$ cat src/rtl/fft_stream_io_pkg.sv
// Shared definitions for the FFT streaming adapter.
// Holds the controller state encoding, default frame geometry and the
// bank/address split of a sample index (bank = idx[1:0], addr = idx[ADDR_W+1:2]).
package fft_stream_io_pkg;

  localparam int N_PTS_DEF  = 2048;
  localparam int ADDR_W_DEF = 9;
  localparam int BANK_W     = 2;

  typedef enum logic [2:0] {
    ST_IDLE,
    ST_LOAD,
    ST_START,
    ST_WAIT,
    ST_UNLOAD
  } state_e;

endpackage

$ cat src/rtl/fft_io_fifo.sv
// Synchronous output skid FIFO for result samples.
// Ports: clk/rst_n (sync active-low), push/din write side, pop/dout read side
// (dout shows the head entry), count/empty/full occupancy status.
// A push while full is only accepted if a pop frees a slot in the same cycle.
module fft_io_fifo
  import fft_stream_io_pkg::*;
#(
  parameter int DEPTH = 4,
  parameter int WIDTH = 18,
  localparam int CNT_W = $clog2(DEPTH + 1),
  localparam int PTR_W = (DEPTH > 1) ? $clog2(DEPTH) : 1
) (
  input  logic             clk,
  input  logic             rst_n,
  input  logic             push,
  input  logic             pop,
  input  logic [WIDTH-1:0] din,
  output logic [WIDTH-1:0] dout,
  output logic [CNT_W-1:0] count,
  output logic             empty,
  output logic             full
);

  logic [WIDTH-1:0] mem_q [DEPTH];
  logic [PTR_W-1:0] wr_ptr_q, wr_ptr_d;
  logic [PTR_W-1:0] rd_ptr_q, rd_ptr_d;
  logic [CNT_W-1:0] count_q, count_d;
  logic             do_push, do_pop;

  function automatic logic [PTR_W-1:0] ptr_inc(input logic [PTR_W-1:0] p);
    return (p == PTR_W'(DEPTH - 1)) ? '0 : p + 1'b1;
  endfunction

  assign empty   = (count_q == '0);
  assign full    = (count_q == CNT_W'(DEPTH));
  assign do_pop  = pop && !empty;
  assign do_push = push && (!full || do_pop);
  assign dout    = mem_q[rd_ptr_q];
  assign count   = count_q;

  always_comb begin
    wr_ptr_d = do_push ? ptr_inc(wr_ptr_q) : wr_ptr_q;
    rd_ptr_d = do_pop ? ptr_inc(rd_ptr_q) : rd_ptr_q;
    count_d  = count_q;
    if (do_push && !do_pop) begin
      count_d = count_q + 1'b1;
    end else if (do_pop && !do_push) begin
      count_d = count_q - 1'b1;
    end
  end

  always_ff @(posedge clk) begin
    if (!rst_n) begin
      wr_ptr_q <= '0;
      rd_ptr_q <= '0;
      count_q  <= '0;
    end else begin
      wr_ptr_q <= wr_ptr_d;
      rd_ptr_q <= rd_ptr_d;
      count_q  <= count_d;
    end
    if (do_push) begin
      mem_q[wr_ptr_q] <= din;
    end
  end

endmodule

$ cat src/rtl/fft_stream_io.sv
// Host-side streaming adapter for the 4-bank FFT core.
// Ports: iCLK/iRESET (sync active-low); iS_* sample input stream;
// oM_* / iM_READY result output stream; oCORE_* write/read/start towards the
// core, iCORE_RE_* / iCORE_RDY back from it; oBUSY, oFRAME_DONE status.
//
// state     | meaning
// ST_IDLE   | waiting for the first sample of a frame (written on handshake)
// ST_LOAD   | scattering samples 1..N_PTS-1 into the banks
// ST_START  | one-cycle core start pulse
// ST_WAIT   | waiting for a rising edge of iCORE_RDY
// ST_UNLOAD | reading banks back, streaming results through the FIFO
module fft_stream_io
  import fft_stream_io_pkg::*;
#(
  parameter int N_PTS      = N_PTS_DEF,
  parameter int ADDR_W     = ADDR_W_DEF,
  parameter int RD_LAT     = 2,
  parameter int FIFO_DEPTH = 4
) (
  input  logic              iCLK,
  input  logic              iRESET,
  input  logic [15:0]       iS_DATA,
  input  logic              iS_VALID,
  output logic              oS_READY,
  output logic [16:0]       oM_DATA,
  output logic              oM_VALID,
  input  logic              iM_READY,
  output logic              oM_LAST,
  output logic [15:0]       oCORE_DATA,
  output logic [ADDR_W-1:0] oCORE_ADDR_WR_0,
  output logic [ADDR_W-1:0] oCORE_ADDR_WR_1,
  output logic [ADDR_W-1:0] oCORE_ADDR_WR_2,
  output logic [ADDR_W-1:0] oCORE_ADDR_WR_3,
  output logic              oCORE_WE_0,
  output logic              oCORE_WE_1,
  output logic              oCORE_WE_2,
  output logic              oCORE_WE_3,
  output logic [ADDR_W-1:0] oCORE_ADDR_RD_0,
  output logic [ADDR_W-1:0] oCORE_ADDR_RD_1,
  output logic [ADDR_W-1:0] oCORE_ADDR_RD_2,
  output logic [ADDR_W-1:0] oCORE_ADDR_RD_3,
  output logic              oCORE_START,
  input  logic [16:0]       iCORE_RE_0,
  input  logic [16:0]       iCORE_RE_1,
  input  logic [16:0]       iCORE_RE_2,
  input  logic [16:0]       iCORE_RE_3,
  input  logic              iCORE_RDY,
  output logic              oBUSY,
  output logic              oFRAME_DONE
);

  localparam int IDX_W = ADDR_W + BANK_W;
  localparam int CNT_W = $clog2(FIFO_DEPTH + 1);
  localparam logic [IDX_W-1:0] LAST_IDX = IDX_W'(N_PTS - 1);

  state_e            state_q, state_d;
  logic [IDX_W-1:0]  n_q, n_d;
  logic [IDX_W-1:0]  k_q, k_d;
  logic              issue_done_q, issue_done_d;
  logic              rdy_prev_q;
  logic              frame_done_q, frame_done_d;
  // Read-tag pipe: {is_last, bank} per in-flight read.
  logic [RD_LAT-1:0] pipe_vld_q, pipe_vld_d;
  logic [2:0]        pipe_tag_q [RD_LAT];
  logic [2:0]        pipe_tag_d [RD_LAT];

  logic              s_ready, s_fire, issue, m_valid, pop, push;
  logic [CNT_W-1:0]  fifo_count;
  logic              fifo_empty, fifo_full;
  logic [17:0]       fifo_din, fifo_dout;
  logic [16:0]       rd_data;
  int                inflight;

  // Outputs are forced quiet while reset is held, even before the first edge.
  assign s_ready  = iRESET && (state_q == ST_IDLE || state_q == ST_LOAD);
  assign s_fire   = s_ready && iS_VALID;
  assign m_valid  = iRESET && !fifo_empty;
  assign pop      = m_valid && iM_READY;

  always_comb begin
    inflight = 0;
    for (int i = 0; i < RD_LAT; i++) begin
      if (pipe_vld_q[i]) inflight++;
    end
  end

  // Counting in-flight reads against free FIFO space keeps the FIFO from
  // overflowing no matter how the sink stalls.
  assign issue = (state_q == ST_UNLOAD) && !issue_done_q && !fifo_full &&
                 ((int'(fifo_count) + inflight) < FIFO_DEPTH);

  always_comb begin
    pipe_vld_d[0] = issue;
    pipe_tag_d[0] = {k_q == LAST_IDX, k_q[1:0]};
    for (int i = 1; i < RD_LAT; i++) begin
      pipe_vld_d[i] = pipe_vld_q[i-1];
      pipe_tag_d[i] = pipe_tag_q[i-1];
    end
  end

  always_comb begin
    rd_data = iCORE_RE_0;
    case (pipe_tag_q[RD_LAT-1][1:0])
      2'd0: rd_data = iCORE_RE_0;
      2'd1: rd_data = iCORE_RE_1;
      2'd2: rd_data = iCORE_RE_2;
      2'd3: rd_data = iCORE_RE_3;
    endcase
  end

  assign push     = pipe_vld_q[RD_LAT-1];
  assign fifo_din = {pipe_tag_q[RD_LAT-1][2], rd_data};

  always_comb begin
    state_d      = state_q;
    n_d          = n_q;
    k_d          = k_q;
    issue_done_d = issue_done_q;
    frame_done_d = 1'b0;
    case (state_q)
      ST_IDLE, ST_LOAD: begin
        if (s_fire) begin
          n_d     = n_q + 1'b1;
          state_d = (n_q == LAST_IDX) ? ST_START : ST_LOAD;
        end
      end
      ST_START: state_d = ST_WAIT;
      ST_WAIT: begin
        if (iCORE_RDY && !rdy_prev_q) begin
          state_d      = ST_UNLOAD;
          k_d          = '0;
          issue_done_d = 1'b0;
        end
      end
      ST_UNLOAD: begin
        if (issue) begin
          k_d = k_q + 1'b1;
          if (k_q == LAST_IDX) issue_done_d = 1'b1;
        end
        if (pop && fifo_dout[17]) begin
          state_d      = ST_IDLE;
          n_d          = '0;
          k_d          = '0;
          frame_done_d = 1'b1;
        end
      end
      default: state_d = ST_IDLE;
    endcase
  end

  always_ff @(posedge iCLK) begin
    if (!iRESET) begin
      state_q      <= ST_IDLE;
      n_q          <= '0;
      k_q          <= '0;
      issue_done_q <= 1'b0;
      rdy_prev_q   <= 1'b0;
      frame_done_q <= 1'b0;
      pipe_vld_q   <= '0;
      for (int i = 0; i < RD_LAT; i++) pipe_tag_q[i] <= '0;
    end else begin
      state_q      <= state_d;
      n_q          <= n_d;
      k_q          <= k_d;
      issue_done_q <= issue_done_d;
      rdy_prev_q   <= iCORE_RDY;
      frame_done_q <= frame_done_d;
      pipe_vld_q   <= pipe_vld_d;
      for (int i = 0; i < RD_LAT; i++) pipe_tag_q[i] <= pipe_tag_d[i];
    end
  end

  fft_io_fifo #(
    .DEPTH (FIFO_DEPTH),
    .WIDTH (18)
  ) u_fifo (
    .clk   (iCLK),
    .rst_n (iRESET),
    .push  (push),
    .pop   (pop),
    .din   (fifo_din),
    .dout  (fifo_dout),
    .count (fifo_count),
    .empty (fifo_empty),
    .full  (fifo_full)
  );

  assign oS_READY        = s_ready;
  assign oM_DATA         = fifo_dout[16:0];
  assign oM_VALID        = m_valid;
  assign oM_LAST         = m_valid && fifo_dout[17];
  assign oCORE_DATA      = s_fire ? iS_DATA : '0;
  assign oCORE_ADDR_WR_0 = iRESET ? n_q[IDX_W-1:2] : '0;
  assign oCORE_ADDR_WR_1 = iRESET ? n_q[IDX_W-1:2] : '0;
  assign oCORE_ADDR_WR_2 = iRESET ? n_q[IDX_W-1:2] : '0;
  assign oCORE_ADDR_WR_3 = iRESET ? n_q[IDX_W-1:2] : '0;
  assign oCORE_WE_0      = s_fire && (n_q[1:0] == 2'd0);
  assign oCORE_WE_1      = s_fire && (n_q[1:0] == 2'd1);
  assign oCORE_WE_2      = s_fire && (n_q[1:0] == 2'd2);
  assign oCORE_WE_3      = s_fire && (n_q[1:0] == 2'd3);
  assign oCORE_ADDR_RD_0 = iRESET ? k_q[IDX_W-1:2] : '0;
  assign oCORE_ADDR_RD_1 = iRESET ? k_q[IDX_W-1:2] : '0;
  assign oCORE_ADDR_RD_2 = iRESET ? k_q[IDX_W-1:2] : '0;
  assign oCORE_ADDR_RD_3 = iRESET ? k_q[IDX_W-1:2] : '0;
  assign oCORE_START     = iRESET && (state_q == ST_START);
  assign oBUSY           = iRESET && (state_q != ST_IDLE);
  assign oFRAME_DONE     = frame_done_q;

endmodule
$ cat config.mk
export PLATFORM = sky130hd
export DESIGN_NAME = fft_stream_io
export DESIGN_NICKNAME = d
export VERILOG_FILES = /design/src/rtl/fft_stream_io_pkg.sv /design/src/rtl/fft_io_fifo.sv /design/src/rtl/fft_stream_io.sv
export SDC_FILE = /design/constraint.sdc
export NUM_CORES = 1
export LEC_CHECK = 0
export ABC_AREA = 1
export BUFFER_PORTS_ARGS = -buffer_cell sky130_fd_sc_hd__buf_2
export CORE_MARGIN = 1.5
export CORE_UTILIZATION = 57
export CTS_BUF_LIST = sky130_fd_sc_hd__clkbuf_8
export CTS_CLUSTER_SIZE = 10
export DETAILED_ROUTE_END_ITERATION = 10
export PLACE_DENSITY = 0.94
export SYNTH_ARGS = -nofsm -noshare
export SYNTH_HDL_FRONTEND = slang
export SYNTH_SLANG_ARGS = --single-unit
$ cat constraint.sdc
create_clock -name iCLK -period 4.1 [get_ports iCLK]
set_input_delay 0.82 -clock iCLK [delete_from_list [all_inputs] [get_ports iCLK]]
set_output_delay 0.82 -clock iCLK [all_outputs]
set_load 0.05 [all_outputs]
==> results of run 1 <==
cells in the final DEF (no fill, tap or decap), types with 2 or more instances in the layout:
master / netlist / routed
nor2_1: 103 / 103
buf_4: 55 / 9
xor2_1: 6 / 6
nand2_1: 158 / 158
nand3_2: 3 / 3
nor3_1: 2 / 2
edfxtp_1: 72 / 72
a21oi_1: 24 / 24
buf_2: 6 / 203
nand2_4: 2 / 2
inv_1: 89 / 93
bufinv_16: 0 / 2
inv_4: 2 / 4
nand4_1: 20 / 20
o21ai_1: 3 / 3
clkinv_1: 2 / 2
inv_2: 2 / 2
nand3_1: 27 / 27
nor2_2: 5 / 5
dfxtp_1: 45 / 45
clkinv_2: 0 / 5
ha_1: 13 / 13
a21oi_2: 4 / 4
nand2_2: 11 / 11
o22ai_1: 18 / 18
o21ai_0: 40 / 40
clkbuf_8: 0 / 18
worst max-delay path: stages (launching register included):
cell,delay [ps]
dfxtp_1,860
buf_4,340
o21ai_0,110
o22ai_1,220
buf_2,310
area by class of cell:
class	instances	area, um^2	area share
Sequential cell	117	3060	0.423
Clock buffer	18	248	0.0342
Tap cell	136	170	0.0235
Inverter	96	370	0.0511
Clock inverter	14	120	0.0166
Multi-Input combinational cell	446	2190	0.302
Timing Repair Buffer	212	1080	0.150
routing by layer:
layer	GRT usage	up-vias	part of all wire
met5	0	-	0
met4	0.102	0	0.020
met3	0.0498	27	0.071
met2	0.441	214	0.51
met1	0.278	2388	0.39
li1	-	2639	-
per-stage QoR:
| stage | instances | cell area (um^2) | worst slack [ps] | power, uW |
|---|---|---|---|---|
| after floorplan | 738 | 6170 | 604 | 1350 |
| after global placement | 1007 | 6880 | 1200 | 1410 |
| after detailed placement | 1007 | 6880 | 1120 | 1410 |
| after CTS | 1039 | 7250 | 1010 | 2380 |
| after global routing | 1039 | 7250 | 831 | 2440 |
| final | 1039 | 7250 | 1030 | 2370 |
final timing paths:
path / startpoint / to / slack [ps] / depth (start not counted)
max: flip-flop / oM_DATA[12] / 1030 / 4
min: pipe_tag_q[0][0] / pipe_tag_q[0][3] / 420 / 2
max reg2reg: u_fifo.count[0] / u_fifo.count[2] / 1730 / 16
min reg2reg: pipe_tag_q[0][0] / pipe_tag_q[0][3] / 420 / 2
flip-flops by register name (all words and copies together), names as in the netlist, named ones only:
name / cells
pipe_tag_q: 6
u_fifo.count: 3
k_q: 11
state_q: 3
n_q: 11
oFRAME_DONE: 1
rdy_prev_q: 1
u_fifo.mem_q: 72
pipe_vld_q: 2
u_fifo.wr_ptr_q: 2
issue_done_q: 1
u_fifo.rd_ptr_q: 2
synth_stat cells, types with 3 or more instances:
master / number
buf_6: 3
ha_1: 13
o22ai_1: 18
edfxtp_1: 72
xor2_1: 6
o21ai_0: 40
nand3_1: 27
buf_2: 6
dfxtp_1: 45
nand2_1: 158
nand2_2: 11
o21ai_1: 3
a21oi_1: 24
buf_4: 55
nor2_1: 103
inv_1: 89
nand3_2: 3
nand4_1: 20
clkbuf_1: 11
a21oi_2: 4
buf_1: 3
nor2_2: 5
logic make-up (layout without fill, tap and decap cells):
logic type,count (synthesis),in the layout,synth area share
AND/OR/NAND/NOR,334,334,0.235
buffers and inverters,175,340,0.148
flip-flops,117,117,0.496
AO/OA/AOI/OAI,92,92,0.0819
adder cells (fa/ha/maj),14,14,0.0296
XOR/XNOR,6,6,0.00852
report_power, final:
group	leakage [uW]	internal (uW)	total (uW)	switching [uW]
logic	0.00236	51.4	139	87.5
registers	0.00102	1250	1250	2.53
clock network	0.000208	541	981	439
total	0.00359	1840	2370	529
==> impl_results.md, run 1 <==
* Post-route ant nets at 0
* Post-Route Skew at 12.6 ps
* VDD IR-drop max at ~230 uV
* Hold Slack at roughly 420 ps
* Layout cell share with drive strength beyond 1 at 0.302
* Lkg Pwr at around 0.0036 uW
* Distinct cell type count after synthesis at 36
* Clock latency on the worst-skew pair at 420 ps
* Seq cells post-synth at ~120
* # setup viols final at 0
* Post-detail-place hpwl at between 9000 and 10000 um
* First-pass GRT wire length at roughly 22000 um
* CTS tree: built
* Total clock sinks at ~120
* Clk slew on worst S/H paths at approximately 70 ps
* Root buf cell: clkbuf_8
* Final hold vios at 0
* CTS max path bufs at 2
* Slew Viols, Final at 0
* Crit path launch type: flip-flop
* Max-capacitance violation count at 0
* CP endpoint kind: primary output
* Placer Congestion at slightly above 0.8
* DR vias at approximately 5300
* Residual DRC at 0
* RSZ-0062 raised after global routing: no
* Async S/R FF share, synth at 0
* H-Tree Depth at 4
* Slew @ Worst Pin at ~1200 ps
* Die area at ~0.011 mm^2
* Avg Cell Area, Syn at around 8.4 um^2
* Run status: finished, final reports clean
* Starting Density at 0.592
* Cells after synthesis at 738
* Mapped cell area at ~0.006 mm^2
* Hold buffers post-CTS at 0
* Pwr Density at 327 mW/mm^2
* Total CTS buffers at 17
* Antenna violations before repair at 0
* Post-cts sizing count at 0
* Top FF cell, synth: edfxtp_1
* Worst-path fanout max at 23
* Fin crit period at roughly 3100 ps
* Required @ worst endpoint at 3280 ps
* Synth area leader: edfxtp_1
* Via-to-Cell Ratio at around 5.1
* Mean routed wirelength per cell at ~13 um
* Area growth from synthesis to layout at 17.5%
* Post-synth net total at between 800 and 900
* CP arrival at between 2000 and 2500 ps
* GR Util All Layers at 0.244
* TritonRoute pass-1 iters at 5
* Number of nets in the layout at 993
* Post-synth EDFFs at 72
* Congestion Overflow GR at 0
* Seq/Total Area, Yosys at 0.496
* Fmax at 326 MHz
* Sum Neg Setup Slack at 0 ps
* Ant. Diodes at 0
* IO buf count at 203
* Post-CTS repair timing setup buffer count at 0
* Period Utilization, post-route at 0.749
* Die Y at roughly 110 um
* Num rows at 37
* YS warnings at 0
* Top area cells in the synthesized netlist: edfxtp_1 35%, dfxtp_1 15%, nand2_1 9.6%
* Hold WC Path Type: reg2reg
* Max transition margin at 0.199
* Crit Path Class: reg2out
* Pin count of the biggest net entering global routing at 37
* 1st-iter DRT viols at ~290
* Vias in the first global route at just under 5000
* Share of the synthesized area in the top cell type at 0.350
* # IOs at between 200 and 250
* CORE AREA at roughly 0.010 mm^2
* Filler cell count at roughly 790
* Final wirelength at about 14000 um
* Chip Width at around 110 um
* Final core utilization at 0.696
Power figures use the tool's default switching activity.
==> inputs of run 2 (changes only) <==
Settings changed: CORE_UTILIZATION 57 to 53, PLACE_DENSITY 0.94 to 0.88.
Clock period 4.1 ns to 3 ns, I/O delays scaled along.
==> impl_results.md, run 2 (same netlist as run 1, synthesis figures left out) <==
* Final core utilization at 0.645 (-0.0503)
* Mean routed wirelength per cell at 12.8 um (-3.8%)
* Slew Viols, Final at 0 (unchanged)
* Largest regs: u_fifo.mem_q x72, k_q x11, n_q x11
* Ant. Diodes at 0 (unchanged)
* Post-detail-place hpwl at 9390 um (-4.3%)
* Die area at 0.0123 mm^2 (+7.3%)
* Clk slew on worst S/H paths at 70 ps (about the same)
* Post-CTS repair timing setup buffer count at 0 (unchanged)
* Run status: finished, final reports clean
* WL met1 at 5420 um (-1.1%)
* Top reg by flops: u_fifo.mem_q
* Slowest Stage Delay on Critical Path at 690 ps (-170 ps)
* Required @ worst endpoint at 2400 ps (-880 ps)
* Vias in the first global route at 4747 (-1.8%)
* RSZ-0062 raised after global routing: no
* Pwr Density at 464 mW/mm^2 (+42%)
* CP arrival at 2120 ps (-130 ps)
* Hold Crit Endpoint: rdy_prev_q
* Most frequent cells in the layout: 203 x buf_2, 158 x nand2_1, 103 x nor2_1
* Chip Width at 111 um (+3.6%)
* Lkg Pwr at 0.00361 uW (+0.58%)
* Clock latency on the worst-skew pair at 420 ps (about the same)
* Number of nets in the layout at 996 (+0.30%)
* Sum Neg Setup Slack at 0 ps (unchanged)
* First-pass GRT wire length at 21900 um (-0.16%)
* Area growth from synthesis to layout at 18.9%
* H-Tree Depth at 4 (unchanged)
* Fmax at between 300 and 400 MHz
* Hold buffers post-CTS at 0 (unchanged)
* Congestion Overflow GR at 0 (unchanged)
* Fin crit period at ~2700 ps
* Die Y at 111 um (+3.6%)
* Register area at 0.00306 mm^2 (unchanged)
* Total clock sinks at 117 (unchanged)
* Met2 routed WL at 6960 um (-2.4%)
* DR vias at 5307 (+0.74%)
* Antenna violations before repair at 0 (unchanged)
* Total CTS buffers at 17 (unchanged)
* Post-cts sizing count at 0 (unchanged)
* TritonRoute pass-1 iters at 5 (unchanged)
* # IOs at 204 (unchanged)
* Placed cells at 1017 (+0.99%)
* Hold WC Path Type: in2reg
* Top Metal Used: met4
* Post-Route Skew at 13.6 ps (+0.991 ps)
* Max-capacitance violation count at 0 (unchanged)
* R2r setup slk at 770 ps (-960 ps)
* Crit path launch type: flip-flop
* # setup viols final at 0 (unchanged)
* Worst setup margin at 279 ps (-752 ps)
* Top Family by Delay on Critical Path: flip-flops
* Max transition margin at 0.170 (-0.0291)
* CTS tree: built
* CP endpoint kind: primary output
* R2R cell count at 16 (unchanged)
* Placer Congestion at 0.869 (+7.1%)
* Filler cell count at 912 (+15%)
* Area of the multi-input gates at 0.00219 mm^2 (unchanged)
* Slowest CP cell: dfxtp_1
* VDD IR-drop max at 315 uV (+38%)
* Period Utilization, post-route at 0.907
* 1st-iter DRT viols at 324 (+13%)
* Fin cells at 1049 (+0.96%)
* CTS max path bufs at 2 (unchanged)
* Pre-CTS setup slack at 614 ps (-510 ps)
* Layout cell share with drive strength beyond 1 at 0.309 (+0.00673)
* WL met3 at 973 um (-1.6%)
* Critical-path cell list: buf_4 -> o21ai_0 -> o22ai_1 -> buf_2
* Final hold vios at 0 (unchanged)
* Starting Density at 0.543 (-0.0497)
* CORE AREA at 0.0114 mm^2 (+9.2%)
* Final wirelength at 13500 um (-2.9%)
* IO buf count at 203 (unchanged)
* Pin count of the biggest net entering global routing at 37 (unchanged)
* Worst-path fanout max at 22 (-4.3%)
* Slew @ Worst Pin at 1240 ps (+43.5 ps)
* Crit Path Class: reg2out
* Max reg flops at 72 (unchanged)
* GR Util All Layers at 0.220 (-0.0235)
* Root buf cell: clkbuf_8
* Post-route ant nets at 0 (unchanged)
* Num rows at 39 (+5.4%)
* Worst R2R End: u_fifo.count[2]
* Commonest non-fill, non-tap cell in the layout: buf_2
* Via-to-Cell Ratio at 5.06 (-0.22%)
* Worst r2r src: u_fifo.count[0]
* Hold Path Cell Cnt at 3 (+1)
* Beginning of the worst hold path: iCORE_RDY
* Residual DRC at 0 (unchanged)
* CP Buf/Inv Count at 2 (unchanged)
==> run 2: how the worst max path moves through the flow <==
stage                     endpoint  slack (ps)       from  cells after the start
floorplan            oCORE_DATA[0]         -60     iRESET                      7
finish                  oM_DATA[6]         280  flip-flop                      4
global placement     oCORE_DATA[6]         680     iRESET                      6
global route            oM_DATA[5]         120  flip-flop                      4
CTS                     oM_DATA[5]         240  flip-flop                      4
detailed placement  oCORE_DATA[11]         610     iRESET                      6
==> run 2: layout make-up <==
class / count / area share
timing repair buffer: 215 / 0.151
clock buffer: 17 / 0.0319
clock inverter: 15 / 0.0264
inverter: 96 / 0.0505
tap: 143 / 0.0244
sequential: 117 / 0.417
multi-input combinational: 446 / 0.299
==> run 2: tightest hold or removal path, delay by kind of cell <==
| kind | cells | cell delay (ps) |
|---|---|---|
| simple gates | 1 | 50 |
| buf+inv | 2 | 120 |
==> run 2: per-layer routing <==
layer	vias to the layer above	track usage
li1	2643	-
met3	12	0.0498
met2	211	0.392
met1	2441	0.265
met4	0	0.0692
met5	-	0
==> run 2: per-stage QoR <==
step | cell area (um^2) | hold WS (ps) | total power [uW]
CTS | 7340 | 356 | 3430
detailed placement | 6910 | 406 | 1930
global route | 7340 | 384 | 3520
finish | 7340 | 379 | 3410
global placement | 6910 | 392 | 1930
floorplan | 6170 | 390 | 1850
==> run 2: power breakdown <==
part | switching (uW) | internal (uW) | total, uW
registers | 3.20 | 1700 | 1710
clock network | 669 | 842 | 1510
logic | 118 | 70.1 | 188
==> inputs of run 3 (changes only) <==
Settings changed: ABC_AREA 1 to default, CELL_PAD_IN_SITES_DETAIL_PLACEMENT from default to 2, CELL_PAD_IN_SITES_GLOBAL_PLACEMENT from default to 2, CORE_UTILIZATION 53 to 33, PLACE_DENSITY 0.88 to 0.87.
==> impl_results.md, run 3 <==
* Async S/R FF share, synth at 0 (unchanged)
* Starting Density at 0.339 (-0.204)
* Critical-path cell list: buf_4 -> mux4_2 -> buf_2
* Post-synth EDFFs at 72 (unchanged)
* CP arrival at 1970 ps (-150 ps)
* Worst-path fanout max at 17 (-23%)
* Seq/Total Area, Yosys at 0.521 (+0.0247)
* Post-synth net total at 562 (-33%)
* Crit Path Class: reg2out
* Residual DRC at 0 (unchanged)
* GRT met2 Usage at 0.355 (-0.0366)
* Final non-filler cell area at 0.00708 mm^2 (-3.5%)
* VDD IR-drop max at 270 uV (-14%)
* Via-to-Cell Ratio at 5.11 (+0.95%)
* Pwr Density at 458 mW/mm^2 (-1.3%)
* Max transition margin at 0.360 (+0.190)
* Global route hottest layer: met2
* Die Y at 136 um (+23%)
* Placed Area at 0.00672 mm^2 (-2.7%)
* Synth area leader: edfxtp_1
* Top reg by flops: u_fifo.mem_q
* Placer Congestion at 0.844 (-2.8%)
* Root buf cell: clkbuf_8
* Clk slew on worst S/H paths at 70 ps (about the same)
* Most frequent cells in the layout: 203 x buf_2, 72 x edfxtp_1, 49 x and2_1
* Area growth from synthesis to layout at 20.4%
* Antenna violations before repair at 0 (unchanged)
* Post-cts sizing count at 0 (unchanged)
* Hold buffers post-CTS at 0 (unchanged)
* Post-route ant nets at 0 (unchanged)
* RSZ-0062 raised after global routing: no
* Pin count of the biggest net entering global routing at 30 (-19%)
* Avg Cell Area, Syn at 12.8 um^2 (+53%)
* H-Tree Depth at 4 (unchanged)
* Worst setup margin at 429 ps (+149 ps)
* Pre-CTS setup slack at 269 ps (-344 ps)
* Die area at 0.0186 mm^2 (+51%)
* Cells after synthesis at 459 (-38%)
* Congestion Overflow GR at 0 (unchanged)
* # IOs at 204 (unchanged)
* Layout cell share with drive strength beyond 1 at 0.447 (+0.138)
* Required @ worst endpoint at 2400 ps (about the same)
* Met1 Usage GRT at 0.204 (-0.0612)
* IO buf count at 203 (unchanged)
* CTS tree: built
* Mapped cell area at 0.00588 mm^2 (-4.7%)
* Post-Route Skew at 11.5 ps (-2.09 ps)
* Distinct cell type count after synthesis at 49 (+36%)
* CP endpoint kind: primary output
* TritonRoute pass-1 iters at 4 (-1)
* Power, Total at 3240 uW (-4.8%)
* GR Util All Layers at 0.189 (-0.0313)
* 1st-iter DRT viols at 145 (-55%)
* Mean routed wirelength per cell at 19.9 um (+55%)
* Max reg flops at 72 (unchanged)
* Seq cells post-synth at 117 (unchanged)
* Crit path launch type: flip-flop
* Total clock sinks at 117 (unchanged)
* Commonest non-fill, non-tap cell in the layout: buf_2
* Most common cell in the netlist: edfxtp_1
* Top area cells in the synthesized netlist: edfxtp_1 37%, dfxtp_1 15%, mux4_2 13%
* Hold Slack at 389 ps (+10.2 ps)
* Slew @ Worst Pin at 960 ps (-280 ps)
* Top FF cell, synth: edfxtp_1
* Final hold vios at 0 (unchanged)
* # setup viols final at 0 (unchanged)
* DR vias at 4336 (-18%)
* Run status: finished, final reports clean
* Post-CTS repair timing setup buffer count at 0 (unchanged)
* YS warnings at 0 (unchanged)
* Final wirelength at 16900 um (+26%)
* Clock latency on the worst-skew pair at 440 ps (+20 ps)
* Post-detail-place hpwl at 12900 um (+37%)
* Slowest Stage Delay on Critical Path at 580 ps (-110 ps)
* Num rows at 48 (+23%)
* Total CTS buffers at 17 (unchanged)
* Fmax at 389 MHz (+5.8%)
* Largest regs: u_fifo.mem_q x72, k_q x11, n_q x11
* Sum Neg Setup Slack at 0 ps (unchanged)
* Vias in the first global route at 4757 (+0.21%)
* First-pass GRT wire length at 26100 um (+19%)
* Hold WC Path Type: in2reg
* Chip Width at 136 um (+23%)
* Max-capacitance violation count at 0 (unchanged)
* Ant. Diodes at 0 (unchanged)
* Period Utilization, post-route at 0.857 (-0.0497)
* Slew Viols, Final at 0 (unchanged)
* Number of nets in the layout at 715 (-28%)
* Met3 usage at 0.0477 (-0.00203)
* CORE AREA at 0.0174 mm^2 (+53%)
* Lkg Pwr at 0.00291 uW (-19%)
* Slowest CP cell: mux4_2
* Share of the synthesized area in the top cell type at 0.368 (+0.0175)
* Commonest cells in the netlist: 72 x edfxtp_1, 55 x buf_4, 49 x and2_1
* Fin crit period at 2570 ps (-149 ps)
* CTS max path bufs at 2 (unchanged)
[run 3: cell types whose count changed after synthesis, sizes merged, moves of 13 or more]
cell | previous run | this run
nand2 | 172 | 14
nor2 | 109 | 15
inv | 94 | 13
and2 | 0 | 49
o21ai | 43 | 7
mux4 | 0 | 35
o22ai | 18 | 0
a21oi | 28 | 15
[run 3: path summary, 6_finish.rpt]
| check | to | startpoint | slack [ps] | cells past startpoint |
|---|---|---|---|---|
| setup / recovery | oM_DATA[5] | flip-flop | 430 | 3 |
| hold / removal | rdy_prev_q | iCORE_RDY | 390 | 2 |
| setup reg to reg | u_fifo.count[2] | u_fifo.count[0] | 550 | 8 |
| hold reg to reg | pipe_tag_q[0][5] | pipe_tag_q[0][2] | 440 | 1 |
[run 3: cells by family after synthesis]
kind of cell	after synthesis	synth area share
AO/OA/AOI/OAI	50	0.0566
multiplexers	45	0.151
adder cells (fa/ha/maj)	14	0.0311
AND/OR/NAND/NOR	140	0.140
XOR/XNOR	3	0.00447
flip-flops	117	0.521
buffers and inverters	90	0.0952
[run 3: metrics by stage]
stage | util | cells
floorplan | - | 459
global placement | 0.387 | 818
detailed placement | 0.387 | 818
CTS | 0.408 | 849
global route | 0.408 | 849
finish | 0.408 | 849
[run 3: metal layers]
metal	part of all wire	wire length [um]
met5	0	0
met4	0.023	386
met3	0.053	898
met2	0.54	9110
met1	0.39	6510
[run 3: layout make-up]
cell class,instances,area (um^2)
fill,1812,10300
sequential,117,3060
multi-input combinational,252,2250
timing repair buffer,211,1080
tap,225,282
clock buffer,17,234
clock inverter,14,120
inverter,13,48.8
[run 3: power by group]
| part | internal [uW] | switching [uW] | leakage, uW |
|---|---|---|---|
| clock | 709 | 622 | 0.000186 |
| sequential | 1710 | 4.38 | 0.00101 |
| combinational | 81.8 | 119 | 0.00171 |
| total | 2500 | 746 | 0.00291 |
[run 3: critical path, delay by kind of cell, from the launching register on]
family | cells | cell delay, ps
multiplexers | 1 | 580
flip-flops | 1 | 350
buffers and inverters | 2 | 590
